File: src/rtl/fpu_pkg.sv
// ============================================================================
// Module  : fpu_pkg
// Brief   : Shared bit indices, defaults and interrupt FSM encoding for the
//           FPU control/status register block.
// Rev     : 1.0  initial release
// ============================================================================
`default_nettype none

package fpu_pkg;

  // Status word bit positions
  localparam int IE      = 0;
  localparam int DE      = 1;
  localparam int ZE      = 2;
  localparam int OE      = 3;
  localparam int UE      = 4;
  localparam int PE      = 5;
  localparam int SF      = 6;
  localparam int ES      = 7;
  localparam int C0      = 8;
  localparam int C1      = 9;
  localparam int C2      = 10;
  localparam int TOP_LSB = 11;
  localparam int TOP_MSB = 13;
  localparam int C3      = 14;
  localparam int B       = 15;

  // Control word bit positions
  localparam int IEM     = 7;
  localparam int PC_LSB  = 8;
  localparam int PC_MSB  = 9;
  localparam int RC_LSB  = 10;
  localparam int RC_MSB  = 11;
  localparam int IC      = 12;

  localparam logic [15:0] CW_DEFAULT = 16'h037F;
  localparam logic [15:0] SW_DEFAULT = 16'h0000;

  typedef enum logic [1:0] {
    IRQ_IDLE    = 2'd0,
    IRQ_PENDING = 2'd1,
    IRQ_ACKED   = 2'd2
  } irq_state_t;

endpackage

`default_nettype wire

File: src/rtl/fpu_irq_fsm.sv
// ============================================================================
// Module  : fpu_irq_fsm
// Brief   : One-request-per-episode interrupt handshake (IDLE/PENDING/ACKED).
// Rev     : 1.0  initial release
// ============================================================================
`default_nettype none

module fpu_irq_fsm
  import fpu_pkg::*;
(
  input  logic clk,
  input  logic reset_n,
  input  logic irq_en,
  input  logic int_ack,
  output logic int_req
);

  irq_state_t r_state;
  irq_state_t w_state_next;
  logic       r_int_req;

  always_ff @(posedge clk) begin
    if (!reset_n) begin
      r_state   <= IRQ_IDLE;
      r_int_req <= 1'b0;
    end else begin
      r_state   <= w_state_next;
      r_int_req <= (w_state_next == IRQ_PENDING);
    end
  end

  // ACKED only leaves once the exception episode ends, so no re-request.
  always_comb begin
    w_state_next = r_state;
    case (r_state)
      IRQ_IDLE: begin
        if (irq_en) w_state_next = IRQ_PENDING;
      end
      IRQ_PENDING: begin
        if (!irq_en)      w_state_next = IRQ_IDLE;
        else if (int_ack) w_state_next = IRQ_ACKED;
      end
      IRQ_ACKED: begin
        if (!irq_en) w_state_next = IRQ_IDLE;
      end
      default: w_state_next = IRQ_IDLE;
    endcase
  end

  assign int_req = r_int_req;

endmodule

`default_nettype wire

File: src/rtl/fpu_control_status_regs.sv
// ============================================================================
// Module  : fpu_control_status_regs
// Brief   : 8087 control word / status word registers with sticky exceptions,
//           TOP pointer, condition codes and interrupt request generation.
// Rev     : 1.0  initial release
// ============================================================================
`default_nettype none

module fpu_control_status_regs
  import fpu_pkg::*;
#(
  parameter logic [15:0] CW_RESET   = CW_DEFAULT,
  parameter logic [15:0] CW_WMASK   = 16'h1FBF,
  parameter logic [15:0] SW_RESET   = SW_DEFAULT,
  parameter bit          IEM_ENABLE = 1'b1,
  parameter bit          SF_ENABLE  = 1'b1
)(
  input  logic        clk,
  input  logic        reset_n,
  input  logic        cw_we,
  input  logic [1:0]  cw_be,
  input  logic [15:0] cw_wdata,
  input  logic        sw_we,
  input  logic [15:0] sw_wdata,
  input  logic        fclex,
  input  logic        finit,
  input  logic        exc_valid,
  input  logic [6:0]  exc_flags,
  input  logic        cc_we,
  input  logic [3:0]  cc_wdata,
  input  logic        top_inc,
  input  logic        top_dec,
  input  logic        int_ack,
  output logic [15:0] control_word,
  output logic [15:0] status_word,
  output logic [5:0]  exception_masks,
  output logic [1:0]  rounding_control,
  output logic [1:0]  precision_control,
  output logic        infinity_control,
  output logic [2:0]  top,
  output logic        int_req
);

  localparam logic [6:0] c_flag_mask = SF_ENABLE ? 7'h7F : 7'h3F;
  localparam logic [6:0] c_flags_rst = SW_RESET[6:0] & c_flag_mask;
  localparam logic [3:0] c_cc_rst    = {SW_RESET[C3], SW_RESET[C2:C0]};
  localparam logic [2:0] c_top_rst   = SW_RESET[TOP_MSB:TOP_LSB];
  localparam logic       c_es_rst    = (|(c_flags_rst[5:0] & ~CW_RESET[5:0])) | c_flags_rst[SF];

  logic [15:0] r_cw;
  logic [6:0]  r_flags;
  logic [3:0]  r_cc;     // {C3,C2,C1,C0}
  logic [2:0]  r_top;
  logic        r_es;

  logic [15:0] w_cw_written;
  logic [15:0] w_cw_next;
  logic [6:0]  w_flags_next;
  logic [3:0]  w_cc_next;
  logic [2:0]  w_top_next;
  logic        w_es_next;
  logic        w_irq_en;

  // Non-writable bits of an enabled byte are forced back to their reset value.
  for (genvar b = 0; b < 2; b++) begin : g_cw_byte
    assign w_cw_written[8*b +: 8] = cw_be[b]
      ? ((cw_wdata[8*b +: 8] & CW_WMASK[8*b +: 8]) | (CW_RESET[8*b +: 8] & ~CW_WMASK[8*b +: 8]))
      : r_cw[8*b +: 8];
  end

  always_comb begin
    w_cw_next    = r_cw;
    w_flags_next = r_flags;
    w_cc_next    = r_cc;
    w_top_next   = r_top;
    if (finit) begin
      w_cw_next    = CW_RESET;
      w_flags_next = c_flags_rst;
      w_cc_next    = c_cc_rst;
      w_top_next   = c_top_rst;
    end else begin
      if (cw_we) w_cw_next = w_cw_written;
      if (sw_we) begin
        w_flags_next = sw_wdata[6:0] & c_flag_mask;
        w_cc_next    = {sw_wdata[C3], sw_wdata[C2:C0]};
        w_top_next   = sw_wdata[TOP_MSB:TOP_LSB];
      end else begin
        // Clear first so exceptions reported alongside fclex survive.
        if (fclex)     w_flags_next = 7'h00;
        if (exc_valid) w_flags_next = w_flags_next | (exc_flags & c_flag_mask);
        if (cc_we)     w_cc_next = cc_wdata;
        if (top_inc && !top_dec)      w_top_next = r_top + 3'd1;
        else if (top_dec && !top_inc) w_top_next = r_top - 3'd1;
      end
    end
    w_es_next = (|(w_flags_next[5:0] & ~w_cw_next[5:0])) | w_flags_next[SF];
  end

  if (IEM_ENABLE) begin : g_iem
    assign w_irq_en = w_es_next & ~w_cw_next[IEM];
  end else begin : g_no_iem
    assign w_irq_en = w_es_next;
  end

  always_ff @(posedge clk) begin
    if (!reset_n) begin
      r_cw    <= CW_RESET;
      r_flags <= c_flags_rst;
      r_cc    <= c_cc_rst;
      r_top   <= c_top_rst;
      r_es    <= c_es_rst;
    end else begin
      r_cw    <= w_cw_next;
      r_flags <= w_flags_next;
      r_cc    <= w_cc_next;
      r_top   <= w_top_next;
      r_es    <= w_es_next;
    end
  end

  fpu_irq_fsm u_irq_fsm (
    .clk     (clk),
    .reset_n (reset_n),
    .irq_en  (w_irq_en),
    .int_ack (int_ack),
    .int_req (int_req)
  );

  assign control_word      = r_cw;
  assign status_word       = {r_es, r_cc[3], r_top, r_cc[2:0], r_es, r_flags};
  assign exception_masks   = r_cw[5:0];
  assign rounding_control  = r_cw[RC_MSB:RC_LSB];
  assign precision_control = r_cw[PC_MSB:PC_LSB];
  assign infinity_control  = r_cw[IC];
  assign top               = r_top;

endmodule

`default_nettype wire

File: config.mk
export PLATFORM = sky130hd
export DESIGN_NAME = fpu_control_status_regs
export DESIGN_NICKNAME = d
export VERILOG_FILES = /design/src/rtl/fpu_pkg.sv /design/src/rtl/fpu_irq_fsm.sv /design/src/rtl/fpu_control_status_regs.sv
export SDC_FILE = /design/constraint.sdc
export NUM_CORES = 1
export LEC_CHECK = 0
export BUFFER_PORTS_ARGS = -buffer_cell sky130_fd_sc_hd__buf_2
export CAP_MARGIN = 5
export CORE_ASPECT_RATIO = 0.75
export CORE_UTILIZATION = 42
export DETAILED_ROUTE_END_ITERATION = 7
export PLACE_DENSITY = 0.87
export SKIP_CTS_REPAIR_TIMING = 1
export SLEW_MARGIN = 20
export SYNTH_ARGS = -nofsm -noshare
export SYNTH_HDL_FRONTEND = slang
export SYNTH_SLANG_ARGS = --single-unit
File: constraint.sdc
create_clock -name clk -period 2.05 [get_ports clk]
set_clock_uncertainty 0.05 [all_clocks]
set_input_delay 0.1025 -clock clk [delete_from_list [all_inputs] [get_ports clk]]
set_output_delay 0.1025 -clock clk [all_outputs]
set_load 0.02 [all_outputs]
==> results of run 1 <==
where the power goes:
part	leakage (nW)	switching, mW	internal [mW]
clock network	0.0575	0.215	0.339
registers	0.245	0.0138	0.607
logic	0.687	0.151	0.115
critical path, cell delays in order, from the launching register on:
cell and delay (ps):
dfxtp_1 310, a221o_1 350, a32o_1 280, nor4_4 400, nor3_1 110
how the worst max path moves through the flow:
stage / start / end / cells past startpoint
floorplan: r_flags[3] / u_irq_fsm.int_req / 4
global placement: sw_we / u_irq_fsm.int_req / 7
detailed placement: sw_we / u_irq_fsm.int_req / 7
CTS: r_flags[3] / u_irq_fsm.int_req / 4
global route: r_flags[3] / u_irq_fsm.r_state[0] / 4
finish: r_flags[3] / u_irq_fsm.int_req / 4
kinds of logic (layout without fill, tap and decap cells):
logic type / Yosys count / after routing / share of synthesized area, %
other: 2 / 4 / 0.484
adders and majority gates: 1 / 1 / 1.29
and+or+nand+nor: 69 / 69 / 23.9
DFF: 30 / 30 / 38.7
AOI/OAI and AO/OA: 24 / 24 / 11.9
xor gates and xnor gates: 3 / 3 / 1.70
buffers and inverters: 30 / 104 / 13.6
muxes: 13 / 13 / 8.47
per-layer routing:
layer	GRT usage, %	vias up	share of wire [%]
li1	-	708	-
met1	22.5	602	47
met2	31.2	62	44
met3	5.52	4	7.5
met4	6.86	0	1.1
met5	0	-	0
flip-flops by register name (all words and copies together) (netlist names):
signal and flops:
r_cc 4, u_irq_fsm.r_state 2, r_flags 7, u_irq_fsm.int_req 1
r_es 1, control_word 12, top 3
final cells by class:
class                   count  area share [%]
clock buffers               8            5.51
inverters                   3           0.563
multi-input cells         114            37.4
flip-flops and latches     30            30.0
well taps                  50            3.13
repair buffers             93            23.4
synth_stat cells (2+ instances only):
cell type and instances:
xor2_1 2, mux2i_1 12, clkbuf_1 4, a32o_1 2
nand2_1 16, dfxtp_1 30, buf_4 20, a21oi_1 12
a31o_1 3, buf_6 3, nand2b_1 8, nand3_1 8
and2_1 3, nor2b_1 5, nor2_1 17, and3_1 2
conb_1 2, nor3_1 2, inv_1 2
per-stage QoR:
stage	power, mW	worst slack [ps]
5_1_grt	1.51	335
2_1_floorplan	0.822	468
3_5_place_dp	0.901	403
3_3_place_gp	0.895	446
6_report	1.44	418
4_1_cts	1.45	426
==> impl_metrics.env, run 1 <==
export IMPL_critPathKind="flop to flop"
export IMPL_htreeDepth=2
export IMPL_min_period_ps=1630
export IMPL_tns_ps=0
export IMPL_min_from="sw_wdata[8]"
export IMPL_final_area_sq_um=2000
export IMPL_whs_endpoint="r_cc[0]"
export IMPL_drive_gt1_share_pct=45.2
export IMPL_synth_cell_area_sq_um=1550
export IMPL_final_cell_count_no_fill=298
export IMPL_placed_cell_area_sq_um=1890
export IMPL_reg2reg_setup_slack_ps=420
export IMPL_syn_to_final_growth_pct=29.0
export IMPL_clock_path_buffers=2
export IMPL_ios=103
export IMPL_yosysTopAreaCellShare_pct=38.7
export IMPL_hold_viol=0
export IMPL_syn_inst=172
export IMPL_die_w_um=72.2
export IMPL_rsz0062_at_grt="false"
export IMPL_hold_path_depth=3
export IMPL_path_max_fanout=4
export IMPL_first_global_vias=1191
export IMPL_dp_hpwl_um=2750
export IMPL_status="finished, final reports clean"
export IMPL_cts_root_buf="clkbuf_8"
export IMPL_cts_made_buffers=5
export IMPL_wirelength_um=3390
export IMPL_powerDensity_nw_per_um2=720
export IMPL_dieArea_sq_um=3940
export IMPL_setup_violations=0
export IMPL_timing_max_cap_violations=0
export IMPL_clock_latency_ps=280
export IMPL_place_gp_congestion=0.719
export IMPL_grt_usage_pct=18.4
export IMPL_timing_fmax_mhz=613
export IMPL_synthArstFlopShare_pct=0
export IMPL_yosysTopAreaCell="dfxtp_1"
export IMPL_crit_path_start_kind="flop"
export IMPL_grt_overflow=0
export IMPL_maxSlewHeadroom_pct=52.5
export IMPL_required_ps=2140
export IMPL_antenna_cells=0
export IMPL_ys_warn_count=0
export IMPL_fin_util_pct=58.8
export IMPL_synth_seq_cells=30
export IMPL_route_detailed_drc=0
export IMPL_die_h_um=54.6
export IMPL_drv_slew=0
export IMPL_worst_pin_slew_ps=711
export IMPL_place_inst=290
export IMPL_timing_rr_end="u_irq_fsm.int_req"
export IMPL_final_cell_mix="buf_2, dfxtp_1, nor2_1, nand2_1"
export IMPL_finalCritPeriodShare_pct=79.6
export IMPL_fin_hold_ws_ps=4.46
export IMPL_grt_max_degree=18
export IMPL_hold_path_class="primary input to flop"
export IMPL_synth_cell_type_count=38
export IMPL_synth_edf_count=0
export IMPL_ir_worst_vdd_mv=0.417
export IMPL_coreArea_sq_um=3400
export IMPL_r2r_start="r_flags[3]"
export IMPL_num_rows=18
export IMPL_critPathCaptureType="flop"
export IMPL_first_iter_violations=63
export IMPL_vias_per_cell=4.62
export IMPL_grt_pass1_wl_um=5290
export IMPL_multi_input_area_sq_um=747
export IMPL_ys_top_cells_by_area="dfxtp_1, buf_4, mux2i_1, nor2_1, a21oi_1"
export IMPL_critPathArrivalTime_ps=1730
export IMPL_portBuffers=92
export IMPL_ff_latch_area_sq_um=601
export IMPL_r2r_cells=4
export IMPL_via_count=1376
export IMPL_dr_pass1_iters=4
export IMPL_cts_tree="done"
export IMPL_final_nets=304
export IMPL_antenna_found_initial=0
export IMPL_wl_per_cell_um=11.4
export IMPL_syn_avg_cell_area_sq_um=9.01
export IMPL_start_util_pct=45.6
export IMPL_ys_seq_area_share_pct=38.7
export IMPL_synthFlopType="dfxtp_1"
export IMPL_fillCellCount=299
export IMPL_clock_sinks=30
export IMPL_mostFrequentLayoutCell="buf_2"
export IMPL_clk_pin_slew_ps=70
export IMPL_power_leakage_nw=0.990
export IMPL_detail_route_antenna_nets=0
No activity file was read; power rests on OpenSTA's default activity.
==> run 2, diff against run 1 <==
==> constraint.sdc (replaced) <==
create_clock -name clk -period 1.6 [get_ports clk]
set_clock_uncertainty 0.05 [all_clocks]
set_input_delay 0.08 -clock clk [delete_from_list [all_inputs] [get_ports clk]]
set_output_delay 0.08 -clock clk [all_outputs]
set_load 0.02 [all_outputs]
==> impl_metrics.env, run 2 (synthesis results as in run 1) <==
export IMPL_wirelength_um=3570
export IMPL_hold_path_depth=3
export IMPL_seqPwrFrac_pct=45.7
export IMPL_cts_made_buffers=5
export IMPL_cts_root_buf="clkbuf_8"
export IMPL_critPathArrivalTime_ps=1690
export IMPL_portBuffers=92
export IMPL_num_rows=18
export IMPL_clock_latency_ps=280
export IMPL_largest_reg_flops=12
export IMPL_dp_hpwl_um=2780
export IMPL_wl_per_cell_um=11.9
export IMPL_route_detailed_drc=0
export IMPL_reg2reg_setup_slack_ps=3
export IMPL_critPathSlowestCell="nor4_4"
export IMPL_path_max_fanout=4
export IMPL_dr_pass1_iters=4
export IMPL_final_cell_mix="buf_2, dfxtp_1, nor2_1, nand2_1"
export IMPL_crit_path_max_incr_delay_ps=390
export IMPL_cts_tree="done"
export IMPL_coreArea_sq_um=3400
export IMPL_syn_to_final_growth_pct=30.1
export IMPL_dieArea_sq_um=3940
export IMPL_critPathKind="flop to flop"
export IMPL_grt_overflow=0
export IMPL_clock_sinks=30
export IMPL_p_switching_mw=0.476
export IMPL_min_period_ps=1600
export IMPL_via_count=1381
export IMPL_violations="negative hold slack"
export IMPL_htreeDepth=2
export IMPL_min_from="cw_wdata[1]"
export IMPL_power_clock_fraction_pct=33.9
export IMPL_antenna_cells=0
export IMPL_start_util_pct=45.6
export IMPL_p_int_mw=1.27
export IMPL_finalCritPeriodShare_pct=99.8
export IMPL_fillCellCount=306
export IMPL_first_iter_violations=41
export IMPL_grt_max_degree=18
export IMPL_fin_hold_ws_ps=-13.2
export IMPL_crit_path_start_kind="flop"
export IMPL_p_sw_share_pct=27.3
export IMPL_ff_latch_area_sq_um=602
export IMPL_hold_path_class="primary input to flop"
export IMPL_first_global_vias=1213
export IMPL_timing_fmax_mhz=626
export IMPL_timing_max_cap_violations=0
export IMPL_hold_viol=6
export IMPL_clock_path_buffers=2
export IMPL_cp_startpoint="r_flags[2]"
export IMPL_r2r_cells=4
export IMPL_timing_rr_end="u_irq_fsm.r_state[0]"
export IMPL_powerDensity_nw_per_um2=864
export IMPL_die_w_um=72.2
export IMPL_required_ps=1690
export IMPL_whs_endpoint="control_word[1]"
export IMPL_die_h_um=54.6
export IMPL_vias_per_cell=4.59
export IMPL_final_area_sq_um=2020
export IMPL_clk_pin_slew_ps=60
export IMPL_ios=103
export IMPL_power_leakage_nw=1.01
export IMPL_placed_cell_area_sq_um=1920
export IMPL_antenna_found_initial=0
export IMPL_multi_input_area_sq_um=753
export IMPL_comb_power_share_pct=20.4
export IMPL_grt_pass1_wl_um=5440
export IMPL_detail_route_antenna_nets=0
export IMPL_crit_chain="a221o_2 -> a32o_2 -> nor4_4 -> nor3_1"
export IMPL_setup_violations=0
export IMPL_mostFrequentLayoutCell="buf_2"
export IMPL_place_gp_congestion=0.789
export IMPL_status="finished, violations left"
export IMPL_tns_ps=0
export IMPL_critPathCaptureType="flop"
export IMPL_final_nets=309
export IMPL_r2r_start="r_flags[2]"
export IMPL_rsz0062_at_grt="true"
export IMPL_grt_usage_pct=18.8
export IMPL_ir_worst_vdd_mv=0.434
export IMPL_drv_slew=0
export IMPL_drive_gt1_share_pct=47.0
## run 2: changes by cell type in the layout (fill, tap and decap cells not counted), sizes merged
| cell | before | now |
|---|---|---|
| buf | 93 | 98 |
| clkbuf | 8 | 6 |
## run 2: layer usage
metal,track usage [%],up-vias,part of all wire (%)
met1,24.0,596,48
met2,29.4,61,42
met4,8.50,0,2.2
met3,6.08,9,6.9
li1,-,715,-
met5,0,-,0
## run 2: layout make-up
type / count / share of cell area [%]
timing repair buffer: 98 / 25.1
tap: 50 / 3.10
clock buffer: 6 / 4.09
multi-input combinational: 114 / 37.3
inverter: 3 / 0.558
sequential: 30 / 29.8
## run 2: worst max path at each step
stage	endpoint	cells after the start
after floorplan	u_irq_fsm.int_req	4
after global placement	u_irq_fsm.int_req	4
after detailed placement	u_irq_fsm.r_state[0]	4
after CTS	u_irq_fsm.int_req	4
after global routing	u_irq_fsm.r_state[0]	4
final	u_irq_fsm.r_state[0]	4
## run 2: critical path, delay by kind of cell (launching register included)
family	cells	cell delay, ps
simple gates	2	470
compound gates	2	620
flops	1	320
## run 2: through the flow
stage | worst slack (ps) | power (mW) | hold WS (ps) | utilization (%) | cells
global route | -66.2 | 1.83 | 0.260 | 59.3 | 301
detailed placement | 8.38 | 1.16 | 270 | 56.4 | 294
CTS | -12.8 | 1.75 | -16.6 | 58.9 | 300
finish | 3.12 | 1.74 | -13.2 | 59.3 | 301
global placement | 36.2 | 1.16 | 262 | 56.4 | 294
floorplan | 17.7 | 1.05 | 152 | - | 174
## run 2: power by group through the flow
stage	clock, mW	combinational [mW]	sequential (mW)
global route	0.639	0.390	0.800
detailed placement	0	0.350	0.812
floorplan	0	0.210	0.844
CTS	0.603	0.351	0.796
global placement	0	0.344	0.812
finish	0.590	0.355	0.796
